[config.mk]
export PLATFORM = sky130hd
export DESIGN_NAME = sm_cache_mesi_flat
export DESIGN_NICKNAME = d
export VERILOG_FILES = /design/src/rtl/sm_cache_mesi_if.sv /design/src/rtl/sm_cache_mesi.sv /design/src/flat_wrapper.sv
export SDC_FILE = /design/constraint.sdc
export NUM_CORES = 1
export LEC_CHECK = 0
export BUFFER_PORTS_ARGS = -buffer_cell sky130_fd_sc_hd__clkbuf_2
export CAP_MARGIN = 30
export CORE_MARGIN = 2
export CORE_UTILIZATION = 51
export CTS_BUF_LIST = sky130_fd_sc_hd__clkbuf_16
export CTS_CLUSTER_DIAMETER = 80
export CTS_CLUSTER_SIZE = 25
export DETAILED_ROUTE_END_ITERATION = 8
export GPL_ROUTABILITY_DRIVEN = 0
export PLACE_DENSITY = 0.84
export REMOVE_ABC_BUFFERS = 1
export SLEW_MARGIN = 40
export SYNTH_ARGS = -nofsm -noshare
export SYNTH_HDL_FRONTEND = slang
export SYNTH_SLANG_ARGS = --single-unit
[constraint.sdc]
create_clock -name clock -period 2.8 [get_ports clock]
set_input_delay 0.56 -clock clock [delete_from_list [all_inputs] [get_ports clock]]
set_output_delay 0.56 -clock clock [all_outputs]
set_load 0.01 [all_outputs]
[src/rtl/sm_cache_mesi_if.sv]
// sm_cache_mesi_if: CPU-side and snooping-bus signals of one MESI cache
// controller, grouped into a single bundle.
//   slave  modport: the cache controller (sm_cache_mesi)
//   master modport: the CPU / bus side driving requests and snoops
// Signals:
//   cpuReq/cpuWrite/cpuAddr        CPU request, held until cpuDone
//   busReq/busOp/busAddr/sharedIn  snoop request and shared-line input
//   cpuDone/hit                    request completion pulses
//   busValid/busCmd/busAddrOut     issued bus command
//   writeBack/wbAddr               dirty block write-back
//   sharedOut                      snoop hit indication
//   lineStates                     flattened MESI state, line i at [2i+1:2i]
interface sm_cache_mesi_if #(
    parameter int LINES = 4,
    parameter int TAG_W = 4
);
    localparam int IDX_W  = $clog2(LINES);
    localparam int ADDR_W = TAG_W + IDX_W;

    logic              cpuReq;
    logic              cpuWrite;
    logic [ADDR_W-1:0] cpuAddr;
    logic              busReq;
    logic [1:0]        busOp;
    logic [ADDR_W-1:0] busAddr;
    logic              sharedIn;

    logic              cpuDone;
    logic              hit;
    logic              busValid;
    logic [1:0]        busCmd;
    logic [ADDR_W-1:0] busAddrOut;
    logic              writeBack;
    logic [ADDR_W-1:0] wbAddr;
    logic              sharedOut;
    logic [2*LINES-1:0] lineStates;

    modport slave (
        input  cpuReq, cpuWrite, cpuAddr, busReq, busOp, busAddr, sharedIn,
        output cpuDone, hit, busValid, busCmd, busAddrOut, writeBack, wbAddr,
               sharedOut, lineStates
    );

    modport master (
        output cpuReq, cpuWrite, cpuAddr, busReq, busOp, busAddr, sharedIn,
        input  cpuDone, hit, busValid, busCmd, busAddrOut, writeBack, wbAddr,
               sharedOut, lineStates
    );
endinterface

[src/rtl/sm_cache_mesi.sv]
// sm_cache_mesi: per-cache MESI coherence controller for a direct-mapped
// array of LINES lines, each holding a tag and a MESI state.
// Ports:
//   clock   rising-edge clock
//   resetN  synchronous active-low reset
//   bus     sm_cache_mesi_if.slave: CPU request side, snoop side and all
//           registered outputs (completion, bus command, write-back,
//           sharedOut, flattened line states)
// One CPU request or one snoop is handled per clock; a snoop always wins
// and stalls the CPU for that cycle.
module sm_cache_mesi #(
    parameter int LINES = 4,
    parameter int TAG_W = 4
) (
    input  logic           clock,
    input  logic           resetN,
    sm_cache_mesi_if.slave bus
);
    localparam int IDX_W  = $clog2(LINES);
    localparam int ADDR_W = TAG_W + IDX_W;

    typedef enum logic [1:0] {
        ST_I = 2'b00,
        ST_S = 2'b01,
        ST_M = 2'b10,
        ST_E = 2'b11
    } mesi_t;

    typedef enum logic [1:0] {
        OP_READ_MISS  = 2'b00,
        OP_WRITE_MISS = 2'b01,
        OP_INVALIDATE = 2'b10,
        OP_RESERVED   = 2'b11
    } busop_t;

    mesi_t            st  [LINES];
    logic [TAG_W-1:0] tag [LINES];

    logic [IDX_W-1:0] cpu_idx;
    logic [TAG_W-1:0] cpu_tag;
    logic [IDX_W-1:0] snp_idx;
    logic [TAG_W-1:0] snp_tag;
    logic             cpu_hit;
    logic             snp_hit;
    busop_t           snp_op;

    always_comb begin
        cpu_idx = bus.cpuAddr[IDX_W-1:0];
        cpu_tag = bus.cpuAddr[ADDR_W-1:IDX_W];
        snp_idx = bus.busAddr[IDX_W-1:0];
        snp_tag = bus.busAddr[ADDR_W-1:IDX_W];
        snp_op  = busop_t'(bus.busOp);
        cpu_hit = (st[cpu_idx] != ST_I) && (tag[cpu_idx] == cpu_tag);
        snp_hit = (st[snp_idx] != ST_I) && (tag[snp_idx] == snp_tag);
    end

    always_comb begin
        bus.lineStates = '0;
        for (int unsigned i = 0; i < LINES; i++) begin
            bus.lineStates[2*i +: 2] = st[i];
        end
    end

    always_ff @(posedge clock) begin
        if (!resetN) begin
            for (int unsigned i = 0; i < LINES; i++) begin
                st[i]  <= ST_I;
                tag[i] <= '0;
            end
            bus.cpuDone    <= 1'b0;
            bus.hit        <= 1'b0;
            bus.busValid   <= 1'b0;
            bus.busCmd     <= '0;
            bus.busAddrOut <= '0;
            bus.writeBack  <= 1'b0;
            bus.wbAddr     <= '0;
            bus.sharedOut  <= 1'b0;
        end else begin
            bus.cpuDone   <= 1'b0;
            bus.hit       <= 1'b0;
            bus.busValid  <= 1'b0;
            bus.writeBack <= 1'b0;
            bus.sharedOut <= 1'b0;

            if (bus.busReq) begin
                // Snoop has priority; the CPU request stays pending and is
                // re-evaluated against the updated line next cycle.
                if (snp_hit && snp_op != OP_RESERVED) begin
                    if (st[snp_idx] == ST_M) begin
                        bus.writeBack <= 1'b1;
                        bus.wbAddr    <= bus.busAddr;
                    end
                    if (snp_op == OP_READ_MISS) begin
                        bus.sharedOut <= 1'b1;
                        st[snp_idx]   <= ST_S;
                    end else begin
                        st[snp_idx]   <= ST_I;
                    end
                end
            end else if (bus.cpuReq) begin
                bus.cpuDone <= 1'b1;
                bus.hit     <= cpu_hit;
                if (cpu_hit) begin
                    if (bus.cpuWrite) begin
                        // Only a shared copy needs to invalidate the others.
                        if (st[cpu_idx] == ST_S) begin
                            bus.busValid   <= 1'b1;
                            bus.busCmd     <= OP_INVALIDATE;
                            bus.busAddrOut <= bus.cpuAddr;
                        end
                        st[cpu_idx] <= ST_M;
                    end
                end else begin
                    if (st[cpu_idx] == ST_M) begin
                        bus.writeBack <= 1'b1;
                        bus.wbAddr    <= {tag[cpu_idx], cpu_idx};
                    end
                    bus.busValid   <= 1'b1;
                    bus.busCmd     <= bus.cpuWrite ? OP_WRITE_MISS : OP_READ_MISS;
                    bus.busAddrOut <= bus.cpuAddr;
                    tag[cpu_idx]   <= cpu_tag;
                    if (bus.cpuWrite)
                        st[cpu_idx] <= ST_M;
                    else
                        st[cpu_idx] <= bus.sharedIn ? ST_S : ST_E;
                end
            end
        end
    end
endmodule
[src/flat_wrapper.sv]
// flat-port wrapper written by rule: the top's interface ports become plain ports
module sm_cache_mesi_flat 
#(
    parameter int LINES = 4,
    parameter int TAG_W = 4
)
  (clock, resetN, bus_cpuReq, bus_cpuWrite, bus_cpuAddr, bus_busReq, bus_busOp, bus_busAddr, bus_sharedIn, bus_cpuDone, bus_hit, bus_busValid, bus_busCmd, bus_busAddrOut, bus_writeBack, bus_wbAddr, bus_sharedOut, bus_lineStates);
  sm_cache_mesi_if #(.LINES(LINES), .TAG_W(TAG_W)) bus_i ();
  input  logic clock;
  input  logic resetN;
  input wire logic [$bits(bus_i.cpuReq)-1:0] bus_cpuReq;
  input wire logic [$bits(bus_i.cpuWrite)-1:0] bus_cpuWrite;
  input wire logic [$bits(bus_i.cpuAddr)-1:0] bus_cpuAddr;
  input wire logic [$bits(bus_i.busReq)-1:0] bus_busReq;
  input wire logic [$bits(bus_i.busOp)-1:0] bus_busOp;
  input wire logic [$bits(bus_i.busAddr)-1:0] bus_busAddr;
  input wire logic [$bits(bus_i.sharedIn)-1:0] bus_sharedIn;
  output wire logic [$bits(bus_i.cpuDone)-1:0] bus_cpuDone;
  output wire logic [$bits(bus_i.hit)-1:0] bus_hit;
  output wire logic [$bits(bus_i.busValid)-1:0] bus_busValid;
  output wire logic [$bits(bus_i.busCmd)-1:0] bus_busCmd;
  output wire logic [$bits(bus_i.busAddrOut)-1:0] bus_busAddrOut;
  output wire logic [$bits(bus_i.writeBack)-1:0] bus_writeBack;
  output wire logic [$bits(bus_i.wbAddr)-1:0] bus_wbAddr;
  output wire logic [$bits(bus_i.sharedOut)-1:0] bus_sharedOut;
  output wire logic [$bits(bus_i.lineStates)-1:0] bus_lineStates;
  assign bus_i.cpuReq = bus_cpuReq;
  assign bus_i.cpuWrite = bus_cpuWrite;
  assign bus_i.cpuAddr = bus_cpuAddr;
  assign bus_i.busReq = bus_busReq;
  assign bus_i.busOp = bus_busOp;
  assign bus_i.busAddr = bus_busAddr;
  assign bus_i.sharedIn = bus_sharedIn;
  assign bus_cpuDone = bus_i.cpuDone;
  assign bus_hit = bus_i.hit;
  assign bus_busValid = bus_i.busValid;
  assign bus_busCmd = bus_i.busCmd;
  assign bus_busAddrOut = bus_i.busAddrOut;
  assign bus_writeBack = bus_i.writeBack;
  assign bus_wbAddr = bus_i.wbAddr;
  assign bus_sharedOut = bus_i.sharedOut;
  assign bus_lineStates = bus_i.lineStates;
  sm_cache_mesi #(.LINES(LINES), .TAG_W(TAG_W)) u_core (.clock(clock), .resetN(resetN), .bus(bus_i));
endmodule
Word level (Yosys, flattened, before mapping):

Memories as Yosys holds them, arrays and structs flattened.
Cells that the tools add are included.

* register bits: 19
* bits in writable memories: 24
* input bits: 20
* memories: 2

* eq/ne operators: 11
* muxes and demuxes: 69
* bitwise operators: 6
* reduce and logical (&&, ||, !) cells: 15

Memory list
* u_core.tag: depth 4, width 4, rd ports 2, clocked after Yosys merged registers in 0, wr ports 4, RTL line sm_cache_mesi.sv:37 `logic [TAG_W-1:0] tag [LINES];`
* u_core.st: depth 4, width 2, rd ports 6, clocked after Yosys merged registers in 0, wr ports 4, RTL line sm_cache_mesi.sv:36 `mesi_t st [LINES];`

Operator list (count)
* $mux 6: 9
* $mux 1: 47
* $mux 2: 12
* $eq 4x4->1: 2
* $ne 2x2->1 const B: 4
* $reduce_bool 2->1: 4
* $reduce_or 2->1: 3
* $reduce_and 5->1: 1
* $eq 2x2->1 const B: 2
* $mux 4: 1
* $ne 2x1->1 const B: 2
* $reduce_and 4->1: 1
* $reduce_or 4->1: 1
* $logic_and 1x1->1: 3
* $not 1->1: 3
* $or 1x1->1: 3
* $reduce_or 3->1: 1
* $eq 2x1->1 const B: 1
* $logic_not 2->1: 1

Depth between registers and ports, before layout:

Gate-level depths: netlist of run 1.
An unclocked memory read counts as a cell.

* depth after elaboration: 12
* depth in mapped cells: 8

Worst setup path before layout of run 1:

OpenSTA, ideal clock, no wires.

* path kind: input port to flip-flop
* start: in bus_busAddr[0]
* end: mem u_core.st[0][0] in the netlist's numbering, enable pin
* arrival time: 2.238 ns
* data required time: 2.473 ns
* path slack: 0.235 ns
* stages: 7
* buffers on the path: 1
* cells stage by stage: buf_4 mux4_2 xor2_1 nor3_2 nand3_1 o32a_2 o21ai_0

RTL lines
* start, declared: RTL line flat_wrapper.sv:16 `input wire logic [$bits(bus_i.busAddr)-1:0] bus_busAddr;`
* end, declared: RTL line sm_cache_mesi.sv:36

==> results of run 1 <==
## through the flow
step | cell area [um2] | total power, W
2_1_floorplan | 2230 | 0.000860
3_3_place_gp | 2670 | 0.000962
3_5_place_dp | 2670 | 0.000971
4_1_cts | 2830 | 0.00161
5_1_grt | 2830 | 0.00166
6_report | 2830 | 0.00161
## final cells by class
type / instances / share of cell area, %
Multi-Input combinational cell: 130 / 39.0
Sequential cell: 43 / 38.9
Timing Repair Buffer: 65 / 13.2
Clock buffer: 5 / 4.42
Tap cell: 52 / 2.30
Clock inverter: 3 / 1.37
Inverter: 7 / 0.927
## how the worst max path moves through the flow
stage	from	endpoint	slack [ns]	cells past startpoint
after floorplan	bus_cpuAddr[0]	u_core.st[1][0]	0.27	6
after global placement	bus_cpuAddr[0]	u_core.st[3][0]	-0.02	7
after detailed placement	bus_cpuAddr[0]	u_core.st[1][1]	-0.17	7
after CTS	bus_cpuAddr[0]	u_core.st[1][1]	0.06	7
after global routing	bus_cpuAddr[0]	u_core.st[3][0]	0.02	7
final	bus_cpuAddr[0]	u_core.st[1][1]	0.06	8
## logic make-up (layout without fill, tap and decap cells)
group	count (synthesis)	after routing	synth area share, %
buf+inv	18	80	4.24
simple gates	63	63	16.0
mux	27	27	17.9
compound gates	31	31	10.4
flops	43	43	47.8
xor+xnor	9	9	3.75
## critical path: stages
cell and delay, ns:
clkbuf_2 0.19, mux4_1 0.62, xnor2_1 0.31, nand4_4 0.27, nor3_4 0.31, o32ai_1 0.13, buf_4 0.15, nor3_1 0.27
## flip-flops by register name (all words and copies together) (netlist names), 2 cells and up
signal,count
u_core.st,8
u_core.tag,16
u_core.bus.busAddrOut,6
u_core.bus.busCmd,2
u_core.bus.wbAddr,6
## report_power, final
| group | leakage (nW) | switching [W] | internal (W) |
|---|---|---|---|
| registers | 0.404 | 0.0000179 | 0.000697 |
| logic | 0.780 | 0.000138 | 0.000109 |
| clock network | 0.0812 | 0.000232 | 0.000416 |
## repair_timing
action | in CTS | in global routing
resized for setup | 0 | 2
hold buffers | 0 | 0
setup endpoints to repair | 0 | 4
## placed cells by master (no fill, tap or decap), types with 4 or more instances in the layout
master	synthesis	layout
xor2_1	5	5
o21ai_0	6	4
and3_1	10	10
clkbuf_2	0	46
mux4_2	6	6
nand3_1	4	4
a21oi_1	4	4
edfxtp_1	24	24
mux2i_1	16	16
mux4_1	4	4
inv_1	6	6
dfxtp_1	19	19
a211oi_1	6	6
clkbuf_16	0	5
nor3_1	13	13
and2_1	4	4
nor2_1	14	14
nor4b_1	4	4
buf_4	1	19
nand2_1	4	4
## per-layer routing
layer / vias to the layer above / share of wire (%)
met1: 855 / 44
li1: 856 / -
met5: - / 0
met3: 12 / 7.4
met2: 89 / 47
met4: 0 / 1.8
==> flow_summary.yaml, run 1 <==
status:
  outcome: "finished clean"
synth:
  seq_area_frac_synth_pct: 47.8
  yosysTopAreaCellShare_pct: 31.3
  synth-edff-count: 24
  ys_async_sr_fraction_pct: 0
  synthesis.area_um2: 2300
  synth_top_area_cell: "edfxtp_1"
  synth_common_cells: "24 x edfxtp_1, 19 x dfxtp_1, 16 x mux2i_1"
  synth.avg_cell_area_um2: 12.1
  ys.flop_type: "edfxtp_1"
  syn_inst: 191
  synth.most_common_cell: "edfxtp_1"
  synth_cell_types: 43
  synth_warnings: 0
  synth_area_leaders: "edfxtp_1 31%, dfxtp_1 17%, mux2i_1 7.0%"
  synth_seq_cells: 43
route:
  vias_per_cell: 5.94
  dr.pass1.iters: 4
  avgRoutedWirePerCell_um: 18.0
  initialDrtViolationCount: 148
  drc: 0
  routed_wl_mm: 5.48
  vias: 1812
  postRouteAntennaNets: 0
run:
  drv_cap: 0
final_layout:
  fill_cells: 340
  stdcell_count: 305
  drive_gt1_share_pct: 35.2
  fin_nets: 272
  fin_util_pct: 65.1
  multiInputGateArea_um2: 1100
  area_growth_pct: 23.0
  n_antenna_cell: 0
  regArea_um2: 1100
grt:
  first_global_vias: 1743
  antenna_found_initial: 0
  grt_use_met2_pct: 36.0
  track_usage_pct: 23.1
  grt_max_degree: 17
  globalRouteMet3Util_pct: 4.99
  met1_usage_pct: 32.3
  top_usage_layer: "met2"
  grt_pass1_wl_mm: 8.90
  grt.overflow.total: 0
timing:
  rsz0062_at_grt: "no"
  finalHoldViolCount: 0
  min_period_ns: 2.74
  finalCritPeriodShare_pct: 97.7
  setup_ws_ns: 0.0638
  relSlewSlack_pct: 58.8
  skew_ns: 0.00383
  fin_hold_ws_ns: 0.450
  final-max-slew-violation-count: 0
  setup_violations: 0
  max_slew.worst_pin.slew_ns: 0.612
  tns_ns: 0
  max_clock_freq_ghz: 0.365
pwr:
  ir_worst_vdd_mv: 0.416
  power.density_nw_per_um2: 568
  leakagePower_nw: 1.27
critical_path:
  crit_fanout: 8
  ff2ff_path_depth: 7
  r2r_slack_ns: 0.21
  regToRegStartpoint: "u_core.tag[1][2]"
  r2r_end: "u_core.st[1][1]"
  crit_required_ns: 2.89
  cp.arrival_ns: 2.82
  startpoint_type: "input pin"
  cp-end-kind: "flop"
  worstSetupPathType: "input pin to flop"
clock_network:
  cts_tree: "built"
  cts_root_buf: "clkbuf_16"
  post_cts_buffers: 0
  numCtsBuffers: 5
  cts_sinks: 43
  path_clk_slew_ns: 0.06
  cts_buffer_depth: 2
  clk_latency_ns: 0.28
  htreeDepth: 2
min_path:
  hold_start: "u_core.bus.busCmd[1]"
  holdPathEnd: "u_core.bus.busCmd[1]"
  whs_path_depth: 2
  hold_path_class: "flop to flop"
floorplan:
  die_h_um: 71.2
  die_area_um2: 5070
  core_um2: 4350
  io_pins: 47
  die_w_um: 71.2
  placement_rows: 24
  initial_core_util_pct: 52.9
placed_design:
  io_buffer_count: 46
  dp_hpwl_mm: 4.06
  dp_slack_ns: -0.171
  place_inst: 297
(Power assumes the default switching activity.)
==> run 2: changes to the inputs <==
==> constraint.sdc (replaced) <==
create_clock -name clock -period 2.8 [get_ports clock]
set_input_delay 0.28 -clock clock [delete_from_list [all_inputs] [get_ports clock]]
set_output_delay 0.28 -clock clock [all_outputs]
set_load 0.01 [all_outputs]
==> run 2 against run 1 <==
Compared with the run above: clock skew is essentially flat; non-clock buffer count decreased by 9; die area unchanged; critical endpoint unchanged.
==> flow_summary.yaml, run 2 (same netlist as run 1, synthesis figures left out) <==
grt:
  grt.overflow.total: 0
  track_usage_pct: 22.2
  first_global_vias: 1680
  antenna_found_initial: 0
  grt_max_degree: 17
  grt_pass1_wl_mm: 8.58
clock_network:
  cts_root_buf: "clkbuf_16"
  clk_latency_ns: 0.28
  path_clk_slew_ns: 0.06
  post_cts_buffers: 0
  htreeDepth: 2
  cts_buffer_depth: 2
  cts_sinks: 43
  ctsResizeCount: 0
  ctsHoldBuffers: 0
  numCtsBuffers: 5
  cts_tree: "built"
critical_path:
  crit_fanout: 7
  crit_required_ns: 2.76
  worstSetupPathType: "flop to flop"
  cp.arrival_ns: 2.54
  slowest_delay_ns: 0.59
  path_delay_family: "multiplexers"
  cp-end-kind: "flop"
  cpMaxStageDelayCell: "mux4_1"
  path_cells: "mux4_1, xnor2_1, nand4_4, nor3_4, o32ai_1, o21ai_0"
  startpoint_type: "flop"
  critPathBufInv: 0
timing:
  finalHoldViolCount: 0
  rsz0062_at_grt: "no"
  max_clock_freq_ghz: 0.387
  relSlewSlack_pct: 56.5
  tns_ns: 0
  final-max-slew-violation-count: 0
  skew_ns: 0.00367
  finalCritPeriodShare_pct: 92.4
  max_slew.worst_pin.slew_ns: 0.648
  min_period_ns: 2.59
  setup_violations: 0
final_layout:
  drive_gt1_share_pct: 32.0
  largest_register_ffs: 16
  fin_nets: 263
  area_growth_pct: 18.9
  final_common_cell: "clkbuf_2"
  largestRegisters: "u_core.tag: 16 flops, u_core.st: 8 flops"
  n_antenna_cell: 0
  stdcell_count: 296
  mostFrequentLayoutCells: "46 x clkbuf_2, 24 x edfxtp_1, 19 x dfxtp_1, 16 x mux2i_1, 14 x nor2_1"
  regMostFlops: "u_core.tag"
pwr:
  power.density_nw_per_um2: 545
  leakagePower_nw: 1.21
  ir_worst_vdd_mv: 0.363
route:
  avgRoutedWirePerCell_um: 17.5
  drc: 0
  initialDrtViolationCount: 114
  dr.pass1.iters: 5
  postRouteAntennaNets: 0
  vias_per_cell: 5.92
  vias: 1751
  routed_wl_mm: 5.18
floorplan:
  die_h_um: 71.2
  placement_rows: 24
  initial_core_util_pct: 52.9
  core_um2: 4350
  io_pins: 47
  die_area_um2: 5070
  die_w_um: 71.2
placed_design:
  io_buffer_count: 46
  dp_hpwl_mm: 3.81
  place_inst: 288
run:
  drv_cap: 0
status:
  outcome: "finished clean"
min_path:
  hold_path_class: "input pin to flop"
==> run 2: changes by cell type in the layout (fill, tap and decap cells not counted), sizes merged <==
cell | previous run | this run
inv | 6 | 7
buf | 19 | 10
bufinv | 1 | 0
==> run 2: cell type report <==
cell class / instances / area (um2)
clock inverter: 3 / 11.3
sequential: 43 / 1100
timing repair buffer: 56 / 305
multi-input combinational: 130 / 1100
tap: 52 / 65.1
fill: 347 / 1620
clock buffer: 5 / 125
inverter: 7 / 26.3
==> run 2: metal layers <==
layer | routed length [um] | track usage [%] | vias up
met3 | 353 | 5.98 | 6
met5 | 0 | 0 | -
met1 | 2240 | 29.9 | 838
met2 | 2510 | 35.5 | 68
li1 | - | - | 839
met4 | 69 | 6.50 | 0
==> run 2: worst register-to-register path, delay by kind of cell (launching register included) <==
| family | cells | cell delay (ns) |
|---|---|---|
| AND/OR/NAND/NOR | 2 | 0.51 |
| multiplexers | 1 | 0.59 |
| XOR/XNOR | 1 | 0.30 |
| AO/OA/AOI/OAI | 2 | 0.46 |
| flip-flops | 1 | 0.39 |
==> run 2: worst paths after layout <==
path                            depth (start not counted)                  from  slack [ns]                        to
worst max-delay path                                    6      u_core.tag[1][0]        0.21           u_core.st[1][1]
worst min-delay path                                    3        bus_cpuAddr[4]        0.34  u_core.bus.busAddrOut[4]
worst max register to register                          6      u_core.tag[1][0]        0.21           u_core.st[1][1]
worst min register to register                          2  u_core.bus.busCmd[1]        0.46      u_core.bus.busCmd[1]
==> run 2: report_power, final <==
part	internal [W]	leakage (nW)	switching, W
Clock	0.000321	0.0701	0.000222
Combinational	0.000101	0.737	0.000134
Sequential	0.000698	0.404	0.0000173
==> run 2: metrics by stage <==
stage | instance area, um2 | hold WS (ns) | util (%) | power (W) | setup slack, ns
finish | 2740 | 0.338 | 62.9 | 0.00149 | 0.214
detailed placement | 2600 | 0.455 | 59.8 | 0.000959 | 0.0555
global placement | 2600 | 0.432 | 59.8 | 0.000952 | 0.169
global route | 2740 | 0.377 | 62.9 | 0.00155 | 0.0419
CTS | 2740 | 0.344 | 62.9 | 0.00150 | 0.245
floorplan | 2230 | 0.418 | - | 0.000860 | 0.496
==> run 3: changes to the inputs <==
==> constraint.sdc (replaced) <==
create_clock -name clock -period 2.7 [get_ports clock]
set_input_delay 0.27 -clock clock [delete_from_list [all_inputs] [get_ports clock]]
set_output_delay 0.27 -clock clock [all_outputs]
set_load 0.01 [all_outputs]
==> run 3 against run 2 <==
Compared with the run above: total power up 6.1%; die area stayed put; routed wire length up 1.4%; worst hold slack lost 0.016 ns; clock power rose by 10%; sequential cell count did not move; global-route usage about the same; critical endpoint is now u_core.st[3][0]; largest power group unchanged.
==> flow_summary.yaml, run 3 (same netlist as run 1, synthesis figures left out) <==
clock_network:
  ctsResizeCount: 0
  htreeDepth: 2
  ctsHoldBuffers: 0
  clk_latency_ns: 0.29
  cts_sinks: 43
  cts_buffer_depth: 2
  post_cts_buffers: 0
  cts_tree: "built"
  path_clk_slew_ns: 0.06
  numCtsBuffers: 5
  cts_root_buf: "clkbuf_16"
grt:
  track_usage_pct: 22.2
  grt_pass1_wl_mm: 8.52
  grt.overflow.total: 0
  first_global_vias: 1762
  antenna_found_initial: 0
  grt_max_degree: 17
status:
  outcome: "finished clean"
critical_path:
  startpoint: "u_core.tag[1][2]"
  worstSetupPathType: "flop to flop"
  cpMaxStageDelayCell: "mux4_1"
  critPathBufInv: 0
  startpoint_type: "flop"
  crit_required_ns: 2.70
  path_delay_family: "simple AND/OR/NAND/NOR gates"
  cp-endpoint: "u_core.st[3][0]"
  ff2ff_path_depth: 6
  regToRegStartpoint: "u_core.tag[1][2]"
  crit_cells: 6
  cp-end-kind: "flop"
  slowest_delay_ns: 0.57
  path_cells: "mux4_1, xnor2_1, nand4_4, nor3_4, o32a_2, and3_1"
  r2r_slack_ns: 0.18
  cp.arrival_ns: 2.52
  r2r_end: "u_core.st[3][0]"
  crit_fanout: 8
final_layout:
  final_common_cell: "clkbuf_2"
  fin_util_pct: 63.0
  area_growth_pct: 19.2
  fill_cells: 340
  regArea_um2: 1100
  regMostFlops: "u_core.tag"
  n_antenna_cell: 0
  fin_nets: 262
  largest_register_ffs: 16
  largestRegisters: "u_core.tag: 16 flops, u_core.st: 8 flops"
  multiInputGateArea_um2: 1100
  finish.instance_area_um2: 2750
  mostFrequentLayoutCells: "46 x clkbuf_2, 24 x edfxtp_1, 19 x dfxtp_1, 16 x mux2i_1, 14 x nor2_1"
  drive_gt1_share_pct: 32.9
timing:
  min_period_ns: 2.52
  finalCritPeriodShare_pct: 93.2
  setup_ws_ns: 0.184
  final-max-slew-violation-count: 0
  finalHoldViolCount: 0
  rsz0062_at_grt: "no"
  setup_violations: 0
  max_clock_freq_ghz: 0.397
  fin_hold_ws_ns: 0.322
  relSlewSlack_pct: 56.3
  max_slew.worst_pin.slew_ns: 0.650
  skew_ns: 0.00611
floorplan:
  placement_rows: 24
  io_pins: 47
  core_um2: 4350
  die_w_um: 71.2
  die_area_um2: 5070
  initial_core_util_pct: 52.9
  die_h_um: 71.2
placed_design:
  dp_slack_ns: -0.0193
  placed_area_um2: 2590
  io_buffer_count: 46
  dp_hpwl_mm: 3.92
pwr:
  power.density_nw_per_um2: 577
  leakagePower_nw: 1.21
  ir_worst_vdd_mv: 0.405
route:
  drc: 0
  vias: 1766
  dr.pass1.iters: 4
  avgRoutedWirePerCell_um: 17.8
  initialDrtViolationCount: 166
  postRouteAntennaNets: 0
  vias_per_cell: 5.99
  routed_wl_mm: 5.25
min_path:
  hold_path_class: "input pin to flop"
run:
  drv_cap: 0
[run 3: cell types whose count changed in the layout (fill, tap and decap cells not counted)]
| cell | before | now |
|---|---|---|
| clkinv_1 | 3 | 1 |
| inv_1 | 7 | 6 |
| clkinv_4 | 0 | 2 |
| o21ai_1 | 0 | 2 |
| o21ai_0 | 6 | 4 |
| buf_4 | 10 | 9 |
| clkinvlp_4 | 0 | 1 |
[run 3: tightest hold or removal path: stages]
cell and delay, ns:
clkbuf_2 0.09, nor2_1 0.04, nand4_1 0.11, inv_1 0.05
[run 3: through the flow]
| step | power [W] | std cells | TNS (ns) |
|---|---|---|---|
| after detailed placement | 0.000994 | 287 | -0.0454 |
| final | 0.00158 | 295 | 0 |
| after CTS | 0.00159 | 295 | 0 |
| after global placement | 0.000986 | 287 | 0 |
| after floorplan | 0.000892 | 180 | 0 |
| after global routing | 0.00163 | 295 | 0 |
[run 3: how the worst min path moves through the flow]
stage,start,end,depth (start not counted)
floorplan,resetN,u_core.bus.busCmd[1],2
global placement,u_core.bus.busCmd[1],u_core.bus.busCmd[1],2
detailed placement,u_core.bus.busCmd[1],u_core.bus.busCmd[1],2
CTS,bus_busOp[0],u_core.bus.sharedOut,4
global route,bus_cpuAddr[4],u_core.bus.busAddrOut[4],3
finish,bus_busOp[0],u_core.bus.sharedOut,4
[run 3: power by group]
part | total (W) | internal, W | switching (W) | leakage (nW)
logic | 0.000242 | 0.000104 | 0.000138 | 0.733
clock network | 0.000600 | 0.000345 | 0.000255 | 0.0700
registers | 0.000741 | 0.000723 | 0.0000182 | 0.404
[run 3: final cells by class]
type                            count  area share [%]
Clock buffer                        5            4.56
Clock inverter                      3           0.912
Inverter                            7           0.957
Multi-Input combinational cell    130            40.2
Sequential cell                    43            40.1
Tap cell                           52            2.37
Timing Repair Buffer               55            10.8
[run 3: routing by layer]
metal | track usage (%) | vias up | routed length (um)
li1 | - | 835 | -
met1 | 28.7 | 856 | 2190
met2 | 37.8 | 67 | 2660
met3 | 3.85 | 8 | 315
met4 | 7.76 | 0 | 81
met5 | 0 | - | 0
